<file path="config.mk">
export PLATFORM = sky130hd
export DESIGN_NAME = seg_disp_sched
export DESIGN_NICKNAME = d
export VERILOG_FILES = /design/src/rtl/seg_disp_pkg.sv /design/src/rtl/seg_rr_pick.sv /design/src/rtl/seg_disp_sched.sv
export SDC_FILE = /design/constraint.sdc
export NUM_CORES = 1
export LEC_CHECK = 0
export ABC_AREA = 1
export BUFFER_PORTS_ARGS = -buffer_cell sky130_fd_sc_hd__buf_2
export CORE_ASPECT_RATIO = 1.4
export CORE_MARGIN = 10
export CORE_UTILIZATION = 52
export DETAILED_ROUTE_END_ITERATION = 12
export GPL_ROUTABILITY_DRIVEN = 0
export HOLD_SLACK_MARGIN = 0.06
export PLACE_DENSITY = 0.83
export SLEW_MARGIN = 40
export SYNTH_ARGS = -nofsm -noshare
export SYNTH_HDL_FRONTEND = slang
export SYNTH_SLANG_ARGS = --single-unit
</file>
<file path="constraint.sdc">
create_clock -name clk -period 2.1 [get_ports clk]
set_input_delay 0.42 -clock clk [delete_from_list [all_inputs] [get_ports clk]]
set_output_delay 0.42 -clock clk [all_outputs]
set_load 0.005 [all_outputs]
</file>
<file path="src/rtl/seg_disp_pkg.sv">
// Shared types and constants for the display scheduler; no logic, no latency.
// Optional SEG_DISP_SCHED_URGENT_EN only affects seg_disp_sched, not this package.
package seg_disp_pkg;

  typedef enum logic [0:0] {
    IDLE = 1'b0,
    SHOW = 1'b1
  } state_t;

  localparam int DISP_W           = 32;
  localparam int DWELL_CYCLES_DEF = 50000000;
  localparam int MAX_SRC          = 8;
  localparam logic [MAX_SRC-1:0] GRANT_ZERO = '0;

endpackage

</file>
<file path="src/rtl/seg_rr_pick.sv">
// Round-robin pick: purely combinational, searches last+1 .. last (wrapping), no backpressure.
// pick is only meaningful when any is high.
module seg_rr_pick #(
  parameter int N  = 4,
  parameter int IW = 2
) (
  input  logic [N-1:0]  req,
  input  logic [IW-1:0] last,
  output logic [IW-1:0] pick,
  output logic          any
);

  logic [IW-1:0] idx;

  always_comb begin
    pick = '0;
    any  = 1'b0;
    idx  = '0;
    for (int k = 1; k <= N; k++) begin
      idx = IW'((int'(last) + k) % N);
      if (!any && req[idx]) begin
        any  = 1'b1;
        pick = idx;
      end
    end
  end

endmodule

</file>
<file path="src/rtl/seg_disp_sched.sv">
// Time-shares the 32-bit display load between requesters, round robin with fixed dwell; req->grant/load 1 cycle.
// No backpressure; define SEG_DISP_SCHED_URGENT_EN to add the urgent preemption input.
module seg_disp_sched
  import seg_disp_pkg::*;
#(
  parameter int NUM_SRC      = 4,
  parameter int SRC_W        = 2,
  parameter int DWELL_CYCLES = DWELL_CYCLES_DEF,
  parameter int CNT_W        = 32
) (
  input  logic                      clk,
  input  logic                      reset,
  input  logic [NUM_SRC-1:0]        req,
  input  logic [NUM_SRC*DISP_W-1:0] data,
`ifdef SEG_DISP_SCHED_URGENT_EN
  input  logic [NUM_SRC-1:0]        urgent,
`endif
  output logic [NUM_SRC-1:0]        grant,
  output logic [SRC_W-1:0]          src_id,
  output logic                      active,
  output logic [DISP_W-1:0]         load,
  output logic                      dwell_done
);

  localparam logic [CNT_W-1:0] CNT_LAST = CNT_W'(DWELL_CYCLES - 1);

  state_t               state_q, state_d;
  logic [NUM_SRC-1:0]   grant_q, grant_d;
  logic [SRC_W-1:0]     src_q, src_d;
  logic [SRC_W-1:0]     last_q, last_d;
  logic [CNT_W-1:0]     cnt_q, cnt_d;
  logic [DISP_W-1:0]    load_q, load_d;
  logic                 active_q, active_d;
  logic                 done_q, done_d;

  logic [SRC_W-1:0]     rr_pick;
  logic                 rr_any;
  logic                 go, stop;
  logic [SRC_W-1:0]     go_idx;

  seg_rr_pick #(
    .N  (NUM_SRC),
    .IW (SRC_W)
  ) u_pick (
    .req  (req),
    .last (last_q),
    .pick (rr_pick),
    .any  (rr_any)
  );

`ifdef SEG_DISP_SCHED_URGENT_EN
  logic [NUM_SRC-1:0] urg;
  logic               urg_any;
  logic [SRC_W-1:0]   urg_idx;

  // Descending scan so the lowest urgent index is the one left standing.
  always_comb begin
    urg     = req & urgent;
    urg_any = 1'b0;
    urg_idx = '0;
    for (int i = NUM_SRC - 1; i >= 0; i--) begin
      if (urg[i]) begin
        urg_any = 1'b1;
        urg_idx = SRC_W'(i);
      end
    end
  end
`endif

  always_comb begin
    state_d  = state_q;
    grant_d  = grant_q;
    src_d    = src_q;
    last_d   = last_q;
    cnt_d    = cnt_q;
    load_d   = load_q;
    active_d = active_q;
    done_d   = 1'b0;
    go       = 1'b0;
    stop     = 1'b0;
    go_idx   = rr_pick;

    case (state_q)
      IDLE: go = rr_any;
      SHOW: begin
        if (!req[src_q]) begin
          go   = rr_any;
          stop = !rr_any;
        end else if (cnt_q == CNT_LAST) begin
          done_d = 1'b1;
          go     = rr_any;
          stop   = !rr_any;
        end else begin
          cnt_d  = cnt_q + CNT_W'(1);
          load_d = data[int'(src_q)*DISP_W +: DISP_W];
        end
      end
      default: stop = 1'b1;
    endcase

`ifdef SEG_DISP_SCHED_URGENT_EN
    // Holding the counter at 0 both freezes rotation and gives a fresh dwell once urgency clears.
    if (urg_any) begin
      done_d = 1'b0;
      stop   = 1'b0;
      if (state_q == SHOW && src_q == urg_idx) begin
        go     = 1'b0;
        cnt_d  = '0;
        load_d = data[int'(src_q)*DISP_W +: DISP_W];
      end else begin
        go     = 1'b1;
        go_idx = urg_idx;
      end
    end
`endif

    if (go) begin
      state_d  = SHOW;
      grant_d  = NUM_SRC'(1) << go_idx;
      src_d    = go_idx;
      last_d   = go_idx;
      load_d   = data[int'(go_idx)*DISP_W +: DISP_W];
      cnt_d    = '0;
      active_d = 1'b1;
    end else if (stop) begin
      state_d  = IDLE;
      grant_d  = GRANT_ZERO[NUM_SRC-1:0];
      active_d = 1'b0;
    end
  end

  always_ff @(posedge clk) begin
    if (reset) begin
      state_q  <= IDLE;
      grant_q  <= GRANT_ZERO[NUM_SRC-1:0];
      src_q    <= '0;
      last_q   <= SRC_W'(NUM_SRC - 1);
      cnt_q    <= '0;
      load_q   <= '0;
      active_q <= 1'b0;
      done_q   <= 1'b0;
    end else begin
      state_q  <= state_d;
      grant_q  <= grant_d;
      src_q    <= src_d;
      last_q   <= last_d;
      cnt_q    <= cnt_d;
      load_q   <= load_d;
      active_q <= active_d;
      done_q   <= done_d;
    end
  end

  assign grant      = grant_q;
  assign src_id     = src_q;
  assign active     = active_q;
  assign load       = load_q;
  assign dwell_done = done_q;

endmodule
</file>
==> impl_results.md, run 1 <==
* Critical path data required time at 2340 ps
* Initial antenna violation count at 0
* Share of total power in the clock network at 12.5%
* Fmax at 0.455 GHz
* P&R area growth vs syn at 41.9%
* Final Hold Vio Count at 0
* Die area at 0.0153 mm2
* Final worst-path setup slack at -97.1 ps
* Most common cell on crit path: nand2_1
* Final worst path period share at 105%
* Initial Util at 53.4%
* Synth Area per Inst at 5.62 um2
* Total Routing Usage GR at 23.3%
* Final setup fails at 9
* Post-Synth Simple-Gate Area at 41.0%
* Vias/cell at 5.43
* Total grt overflow at 0
* Min cycle time layout at 2200 ps
* Top post-synthesis cells by area: dfxtp_1, inv_1, nand2_1
* RSZ-0062 raised after global routing: true
* Mapped Nets at 1,122
* Synth Area in Adders at 0.225%
* Max_slew headroom at 63.7%
* CTS Sinks at 74
* Crit path max fanout at 13
* Static leakage at 4.59 nW
* Fin cells at 1,346
* Largest area contributor in the netlist: dfxtp_1
* Routed wire length at 21.6 mm
* Top layer in use: met4
* Clock buffer depth at 2
* Sw frac at 47.6%
* DRT antenna net count at 0
* Worst path bufs/invs at 3
* Final Max Slew Viols at 0
* Core ar. at 0.0104 mm2
* Max Cap Violations at 0
* N_diodes at 0
* DR WL met3 at 2.10 mm
* CP Class: register to register
* Failing checks: setup timing
* Largest net degree at the start of global routing at 39
* Commonest non-fill, non-tap cell in the layout: inv_1
* Synth Instances at 987
* Critical path's slowest cell: dfxtp_4
* Logic gate share of total power at 72.4%
* Wire per inst at 16.1 um
* Cell Pwr Density at 1670 mW/mm2
* CTS Buf Count at 9
* Synth unique cells at 31
* Clock slew at reported path FFs at 60 ps
* Layout cells sized above 1 at 28.2%
* Initial DRC Count at 632
* Status: finished, violations left
* #FFs+latches synth at 74
* Vias in the first global route at 6,609
* Drt first pass iters at 5
* Largest family of logic cells by synthesized area: simple AND/OR/NAND/NOR gates
* Post-DP HPWL at 14.1 mm
* Number of H-tree levels at 3
* Worst EP arrival at 2430 ps
* Worst-path cell chain: buf_6 > nand2_1 > nand2_2 > nand2_1 > nand2_1 > nand2_1 > nand2_1 > nand2_1 > nand2_2 > nand3_4 > nand2_8 > clkbuf_16 > nand2_1 > nand3_1 > nand3_1 > nand2_1 > inv_1
* Top-area cell type share of the netlist area at 26.7%
* Ys Warns at 0
* Crit start category: register
* Commonest non-fill, non-tap cells in the layout: inv_1, nand2_1, buf_2
* I/O pin total at 174
* Die height at 142 um
* Met2 routed WL at 11.0 mm
* Clk_skew at 7.05 ps
* Worst path max stage delay at 390 ps
* Worst hold path class: primary input to register
* Area of the multi-input gates at 0.00311 mm2
* Synth Area in Compound Gates at 7.44%
* Reg area at 0.00150 mm2
* P_sw at 6.25 mW
* Remaining routing DRC violations at 0
* Site Rows at 44
* Synth Area in XOR/XNOR at 2.21%
* CTS tree: done
* Port-buffer cells at 173
* Clk_lat worst skew at 340 ps
* Post-layout util at 75.7%
* DRT met1 WL at 7.03 mm
* Die width at 107 um
* Family with the most delay on the worst path: simple AND/OR/NAND/NOR gates
* IR drop worst, VDD at 1.10 mV
* Worst-margin pin slew at 539 ps
* Post-layout power at 13.1 mW
* Int Pwr at 6.89 mW
* Layout fillers at 767
* Syn Std Cell Area at 0.00555 mm2
* Root Buffer: clkbuf_16
* Register area share after synthesis at 26.7%
* Global-route wire length before repair at 29.3 mm
* Final #Nets at 1,338
* Placed cell count at 1,308
* Critical Path End Type: register
* Reg power frac at 15.1%
* Multiplexer area fraction after synthesis at 0%
* Via count at 7,307
## worst reg2reg max path: cells and delay by family (launching register included)
kind          cells  cell delay [ps]
buf+inv           3              340
simple gates     14             1340
flops             1              390
## power by group through the flow
stage | clock (mW) | sequential (mW) | combinational, mW
after floorplan | 0 | 1.95 | 4.84
after global placement | 0 | 1.97 | 6.54
after detailed placement | 0 | 1.97 | 6.64
after CTS | 1.66 | 1.95 | 6.72
after global routing | 1.71 | 2.00 | 10.2
final | 1.65 | 1.99 | 9.51
## cells in the mapped netlist
cell type  number
nand3_1       178
nor2_2          1
o21ai_2         1
a21oi_1        22
buf_2          19
nor2_1         39
nand2_2         4
xor2_1         13
and2_1          1
inv_1         257
o21ai_0        56
nand4_1        11
o22ai_1         1
a211oi_1        1
nor3_1         19
inv_2           3
clkinv_1        1
or2_2           1
nand3_4         1
buf_6           7
ha_1            1
xnor2_1         1
clkbuf_1       12
nor4_1          5
nand3_2         2
nor2_4          2
buf_4           5
dfxtp_1        74
nand2_4         2
buf_1           2
nand2_1       245
## metrics by stage
stage                     TNS [ps]  hold WS, ps  worst slack (ps)  instance area (um2)
after floorplan                  0          452               196                 5550
after global placement       -44.2          444             -9.49                 6850
after detailed placement      -255          448             -46.4                 6850
after CTS                        0          404              4.75                 7180
after global routing         -3800          435              -218                 7880
final                         -277          410             -97.1                 7880
## area by class of cell
| type | count | share of cell area, % |
|---|---|---|
| well taps | 138 | 2.19 |
| multi-input cells | 609 | 39.5 |
| flip-flops and latches | 74 | 19.0 |
| clock buffers | 15 | 3.65 |
| inverters | 261 | 12.6 |
| clock inverters | 1 | 0.381 |
| repair buffers | 248 | 22.7 |
## per-layer routing
metal / GRT usage, % / up-vias
met2: 43.4 / 513
met1: 22.6 / 3203
li1: - / 3432
met5: 0 / -
met4: 11.2 / 0
met3: 6.71 / 159
## registers in the layout, summed over array words and instances, names as in the netlist
register and cells:
cnt_q 32, load 32, grant 4, last_q 2, src_id 2, active 1, dwell_done 1
## timing repair
item,in CTS,in global routing
setup buffers,0,4
cloned,0,18
endpoints found under the setup margin,23,61
pin swaps,0,31
resized for setup,4,83
hold buffers,0,0
## final timing paths
check / startpoint / end / slack (ps) / cells after the start
worst min-delay path: reset / grant[1] / 410 / 2
worst max-delay path: last_q[0] / load[13] / -100 / 17
worst max register to register: last_q[0] / load[13] / -100 / 17
worst min register to register: grant[1] / grant[1] / 450 / 2
## kinds of logic (layout without fill, tap and decap cells)
group	after synthesis	after routing
AO/OA/AOI/OAI	81	81
XOR/XNOR	14	14
adder cells (fa/ha/maj)	1	1
buffers and inverters	306	525
flip-flops	74	74
AND/OR/NAND/NOR	511	513
Note: power is estimated with default switching activity, not from simulation.
==> inputs of run 2 (changes only) <==
Settings changed: RECOVER_POWER from default to 50.
==> run 2 against run 1 <==
The flow still finishes with violations (setup timing); critical path depth did not move; via count fell by 0.81%; fmax barely moved; non-clock buffer count did not move; flip-flop and latch count did not move; sequential power barely moved; first-iteration DRC count fell by 0.95%; register-to-register slack barely moved.
==> impl_results.md, run 2 (synthesized netlist as in run 1, its figures left out) <==
* Worst-margin pin slew at 542 ps (+2.62 ps)
* Max_slew headroom at 63.5% (-0.18 points)
* Worst hold path class: primary input to register
* GR Layer Usage met3 at 6.71% (unchanged)
* CTS Sinks at 74 (unchanged)
* Most common cell on crit path: nand2_1
* Port-buffer cells at 173 (unchanged)
* Largest net degree at the start of global routing at 39 (unchanged)
* N_diodes at 0 (unchanged)
* Hold Path Origin: reset
* Global route hottest layer: met2
* WP depth at 17 (unchanged)
* Final worst-path setup slack at -95.0 ps (+2.05 ps)
* Final Max Slew Viols at 0 (unchanged)
* Fin cells at 1,346 (unchanged)
* DRT antenna net count at 0 (unchanged)
* CTS hold repair buffers at 0 (unchanged)
* CTS tree: done
* Via count at 7,248 (-0.81%)
* Grt met2 use at 43.4% (unchanged)
* Cell Pwr Density at 1670 mW/mm2 (-0.10%)
* CTS Buf Count at 9 (unchanged)
* R2r startpoint: last_q[0]
* I/O pin total at 174 (unchanged)
* Die height at 142 um (unchanged)
* Drt first pass iters at 5 (unchanged)
* Post-layout instance area at 0.00784 mm2 (-0.48%)
* Placed inst area at 0.00685 mm2 (unchanged)
* RSZ-0062 raised after global routing: true
* Max Cap Violations at 0 (unchanged)
* Placed cell count at 1,308 (unchanged)
* Clock slew at reported path FFs at 60 ps (about the same)
* Initial Util at 53.4% (unchanged)
* Final setup fails at 6 (-3)
* R2R depth at 17 (unchanged)
* Total grt overflow at 0 (unchanged)
* Status: finished, violations left
* Hold Path Depth at 2 (unchanged)
* Number of H-tree levels at 3 (unchanged)
* Wire per inst at 16.1 um (-0.15%)
* Commonest non-fill, non-tap cell in the layout: inv_1
* Min cycle time layout at 2200 ps (-2.05 ps)
* Die width at 107 um (unchanged)
* CP Class: register to register
* Worst path max stage delay at 390 ps (about the same)
* Global-route wire length before repair at 29.3 mm (unchanged)
* Core ar. at 0.0104 mm2 (unchanged)
* Crit path max fanout at 13 (unchanged)
* Total negative slack at -252 ps (+24.7 ps)
* IR drop worst, VDD at 1.09 mV (-0.61%)
* Layout cells sized above 1 at 25.7% (-2.5 points)
* Remaining routing DRC violations at 0 (unchanged)
* Failing checks: setup timing
* Fmax at 0.456 GHz (about the same)
* Worst EP arrival at 2430 ps (about the same)
* Die area at 0.0153 mm2 (unchanged)
* Commonest non-fill, non-tap cells in the layout: inv_1, nand2_1, nand3_1
* Site Rows at 44 (unchanged)
* Final worst path period share at 105% (about the same)
* Critical Path End Type: register
* Worst hold slack at 410 ps (-0.822 ps)
* Total Routing Usage GR at 23.3% (unchanged)
* Routed wire length at 21.6 mm (-0.15%)
* Worst-path cell chain: buf_6 > nand2_1 > nand2_2 > nand2_1 > nand2_1 > nand2_1 > nand2_1 > nand2_1 > nand2_2 > nand3_4 > nand2_8 > clkbuf_16 > nand2_1 > nand3_1 > nand3_1 > nand2_1 > inv_1
* Post-layout util at 75.3% (-0.36 points)
* Initial antenna violation count at 0 (unchanged)
* Vias/cell at 5.38 (-0.81%)
* Post-DP HPWL at 14.1 mm (unchanged)
* Root Buffer: clkbuf_16
* Final #Nets at 1,338 (unchanged)
* GRT met1 Usage at 22.6% (unchanged)
* Final Hold Vio Count at 0 (unchanged)
* Static leakage at 4.48 nW (-2.4%)
* Setup crit start: last_q[0]
* Family with the most delay on the worst path: simple AND/OR/NAND/NOR gates
* Clk_lat worst skew at 340 ps (about the same)
* Clock buffer depth at 2 (unchanged)
* Crit start category: register
* Critical path's slowest cell: dfxtp_4
* P&R area growth vs syn at 41.2%
* Vias in the first global route at 6,609 (unchanged)
* Critical path data required time at 2340 ps (about the same)
* Worst path bufs/invs at 3 (unchanged)
* Clk_skew at 7.34 ps (+0.292 ps)
* Initial DRC Count at 626 (-0.95%)
==> run 2: final cells by class <==
type	instances	area (um2)
multi-input combinational	609	3110
fill	784	2570
timing repair buffer	248	1750
sequential	74	1500
inverter	261	990
clock buffer	15	288
tap	138	173
clock inverter	1	30.0
==> run 2: repair_timing <==
action | in CTS | in global routing
endpoints found under the setup margin | 23 | 61
buffers inserted | 0 | 4
gates resized for setup | 4 | 83
gates cloned | 0 | 18
pin swaps | 0 | 31
==> run 2: report_power, final <==
| part | internal (mW) | switching [mW] | total, mW |
|---|---|---|---|
| combinational | 4.02 | 5.41 | 9.43 |
| sequential | 1.77 | 0.223 | 1.99 |
| clock | 1.05 | 0.600 | 1.65 |
| total | 6.84 | 6.23 | 13.1 |
==> run 2: final timing paths <==
kind	endpoint	slack, ps
worst max-delay path	load[13]	-100
worst min-delay path	grant[1]	410
worst max register to register	load[13]	-100
worst min register to register	grant[1]	460
==> run 2: worst register-to-register path: stages, from the launching register on <==
cell and delay [ps]:
dfxtp_4 390, buf_6 120, nand2_1 50, nand2_2 80, nand2_1 90, nand2_1 110
nand2_1 90, nand2_1 60, nand2_1 50, nand2_2 110, nand3_4 170, nand2_8 180
clkbuf_16 180, nand2_1 70, nand3_1 60, nand3_1 130, nand2_1 110, inv_1 40
==> run 2: per-layer routing <==
layer / vias to the layer above / part of all wire, %
met5: - / 0
met1: 3185 / 32
met3: 154 / 9.9
met2: 482 / 51
met4: 0 / 7.2
li1: 3427 / -
==> run 2: through the flow <==
step / power, mW / setup slack (ps)
detailed placement: 8.61 / -46.4
global route: 13.8 / -218
global placement: 8.51 / -9.49
CTS: 10.3 / 4.75
finish: 13.1 / -95.0
floorplan: 6.79 / 196
==> inputs of run 3 (changes only) <==
Settings changed: CORE_UTILIZATION 52 to 56, PLACE_DENSITY 0.83 to 0.88.
Clock period 2.1 ns to 2.7 ns, I/O delays scaled along.
==> run 3 against run 2 <==
Sequential power shrank 23%; sequential share of layout area grew 2.8 points; global-route usage grew 0.46 points; non-clock buffer count shrank 62; die area shrank 6.0%; final cell count shrank 5.1%; core utilization shrank 4.7 points; power shrank 42%; the run now ends clean; critical path type unchanged.
==> impl_results.md, run 3 (synthesized netlist as in run 1, its figures left out) <==
* Cell Pwr Density at 1130 mW/mm2 (-32%)
* Total Routing Usage GR at 23.7% (+0.46 points)
* Vias in the first global route at 6,222 (-5.9%)
* Final worst-path setup slack at 285 ps (+380 ps)
* Remaining routing DRC violations at 0 (unchanged)
* Routed wire length at 17.5 mm (-19%)
* R2r startpoint: cnt_q[1]
* I/O pin total at 174 (unchanged)
* Hold Path Origin: grant[0]
* Drt first pass iters at 4 (-1)
* Final #Nets at 1,274 (-4.8%)
* Status: finished clean
* CTS tree: done
* Min cycle time layout at 2410 ps (+220 ps)
* Critical path data required time at 2930 ps (+590 ps)
* Wire per inst at 13.7 um (-15%)
* CTS hold repair buffers at 0 (unchanged)
* Total negative slack at 0 ps (+252 ps)
* Critical Path End Type: register
* Initial Util at 58.0% (+4.7 points)
* Layout cells sized above 1 at 15.8% (-9.9 points)
* CTS Buf Count at 9 (unchanged)
* Largest net degree at the start of global routing at 67 (+72%)
* Max Cap Violations at 0 (unchanged)
* Share of total power in the clock network at 16.9% (+4.3 points)
* Via count at 6,488 (-10%)
* Post-CTS sizing at 0 (-4)
* Core ar. at 0.00956 mm2 (-8.1%)
* Sw frac at 49.0% (+1.3 points)
* Root Buffer: clkbuf_16
* DRT antenna net count at 0 (unchanged)
* Static leakage at 3.93 nW (-12%)
* P_sw at 3.73 mW (-40%)
* Global-route wire length before repair at 28.4 mm (-3.3%)
* Crit start category: register
* Die height at 138 um (-3.1%)
* Die area at 0.0144 mm2 (-6.0%)
* Final setup fails at 0 (-6)
* CTS Sinks at 74 (unchanged)
* Logic gate share of total power at 62.9% (-9.2 points)
* Setup crit start: cnt_q[1]
* Number of H-tree levels at 3 (unchanged)
* Clk_skew at 10.2 ps (+2.86 ps)
* Fmax at 0.414 GHz (-9.1%)
* Max_slew headroom at 58.3% (-5.2 points)
* R2R depth at 15 (-2)
* Worst-margin pin slew at 626 ps (+83.6 ps)
* Area of the multi-input gates at 0.00283 mm2 (-9.2%)
* Die width at 104 um (-3.0%)
* Worst hold path class: register to register
* Clk_lat worst skew at 340 ps (about the same)
* Site Rows at 42 (-4.5%)
* IR drop worst, VDD at 0.860 mV (-21%)
* Int Pwr at 3.88 mW (-43%)
* Port-buffer cells at 173 (unchanged)
* Total grt overflow at 0 (unchanged)
* RSZ-0062 raised after global routing: false
* Vias/cell at 5.08 (-5.6%)
* Reg area at 0.00148 mm2 (-1.0%)
* Layout fillers at 927 (+18%)
* Initial DRC Count at 452 (-28%)
* Reg power frac at 20.1% (+4.9 points)
* P&R area growth vs syn at 21.7%
* Final Max Slew Viols at 0 (unchanged)
* CP Class: register to register
* Worst EP arrival at 2640 ps (+210 ps)
* Commonest non-fill, non-tap cells in the layout: inv_1, nand2_1, nand3_1
* Setup Buffers After CTS at 0 (unchanged)
* Initial antenna violation count at 2 (+2)
* Final worst path period share at 89.4% (-15 points)
* Clock buffer depth at 2 (unchanged)
* Crit path max fanout at 43 (+30)
* Final Hold Vio Count at 0 (unchanged)
* Hold Path Depth at 2 (unchanged)
* Commonest non-fill, non-tap cell in the layout: inv_1
* Clock slew at reported path FFs at 60 ps (about the same)
* Worst slack, placed at 290 ps (+336 ps)
* Post-DP HPWL at 13.2 mm (-6.5%)
[run 3: changes by cell type in the layout (fill, tap and decap cells not counted), sizes merged]
cell	previous run	this run
nand2	253	251
buf	206	149
clkbuf	57	47
clkinv	1	2
diode	0	1
bufinv	1	2
clkinvlp	0	3
[run 3: power by group through the flow]
stage                     logic, mW  registers (mW)  clock network (mW)
final                          4.79            1.53                1.29
after global routing           5.42            1.55                1.36
after CTS                      4.83            1.52                1.30
after detailed placement       4.81            1.53                   0
after global placement         4.72            1.54                   0
after floorplan                3.76            1.52                   0
[run 3: area by class of cell]
type                       instances  share of cell area (%)
clock inverter                     6                    1.35
multi-input combinational        607                    41.8
antenna                            1                  0.0371
tap                              132                    2.45
timing repair buffer             186                    14.5
clock buffer                      10                    3.39
sequential                        74                    21.9
inverter                         261                    14.5
[run 3: path summary, 6_finish.rpt]
| kind | slack (ps) | endpoint |
|---|---|---|
| worst max-delay path | 290 | load[8] |
| worst min-delay path | 470 | grant[0] |
| worst max register to register | 290 | load[8] |
| worst min register to register | 470 | grant[0] |
[run 3: metrics by stage]
step                      hold slack, ps  utilization, %  area, um2  power (mW)  std cells
after CTS                            465            71.1       6800        7.65       1276
after detailed placement             451            67.7       6480        6.34       1260
final                                468            70.6       6750        7.61       1277
after floorplan                      452               -       5550        5.28        987
after global placement               445            67.7       6480        6.26       1260
after global routing                 479            70.6       6750        8.34       1277
[run 3: worst max-delay path, stage by stage (launching register included)]
cell and delay (ps):
dfxtp_1 370, ha_1 200, nand2_1 80, nor2_1 240, nand2_1 90, nor2_1 100
nand2_1 80, nand3_2 110, nand3_2 140, nand2_2 250, buf_12 250, nand2_1 80
nand3_1 70, nand3_1 90, nand2_1 90, inv_1 40
[run 3: routing by layer]
metal | wire length [um] | global-route usage [%] | up-vias
met4 | 687 | 12.9 | 2
met5 | 7 | 0 | -
met1 | 6240 | 22.8 | 2870
li1 | - | - | 3298
met2 | 9190 | 44.2 | 264
met3 | 1370 | 7.67 | 54
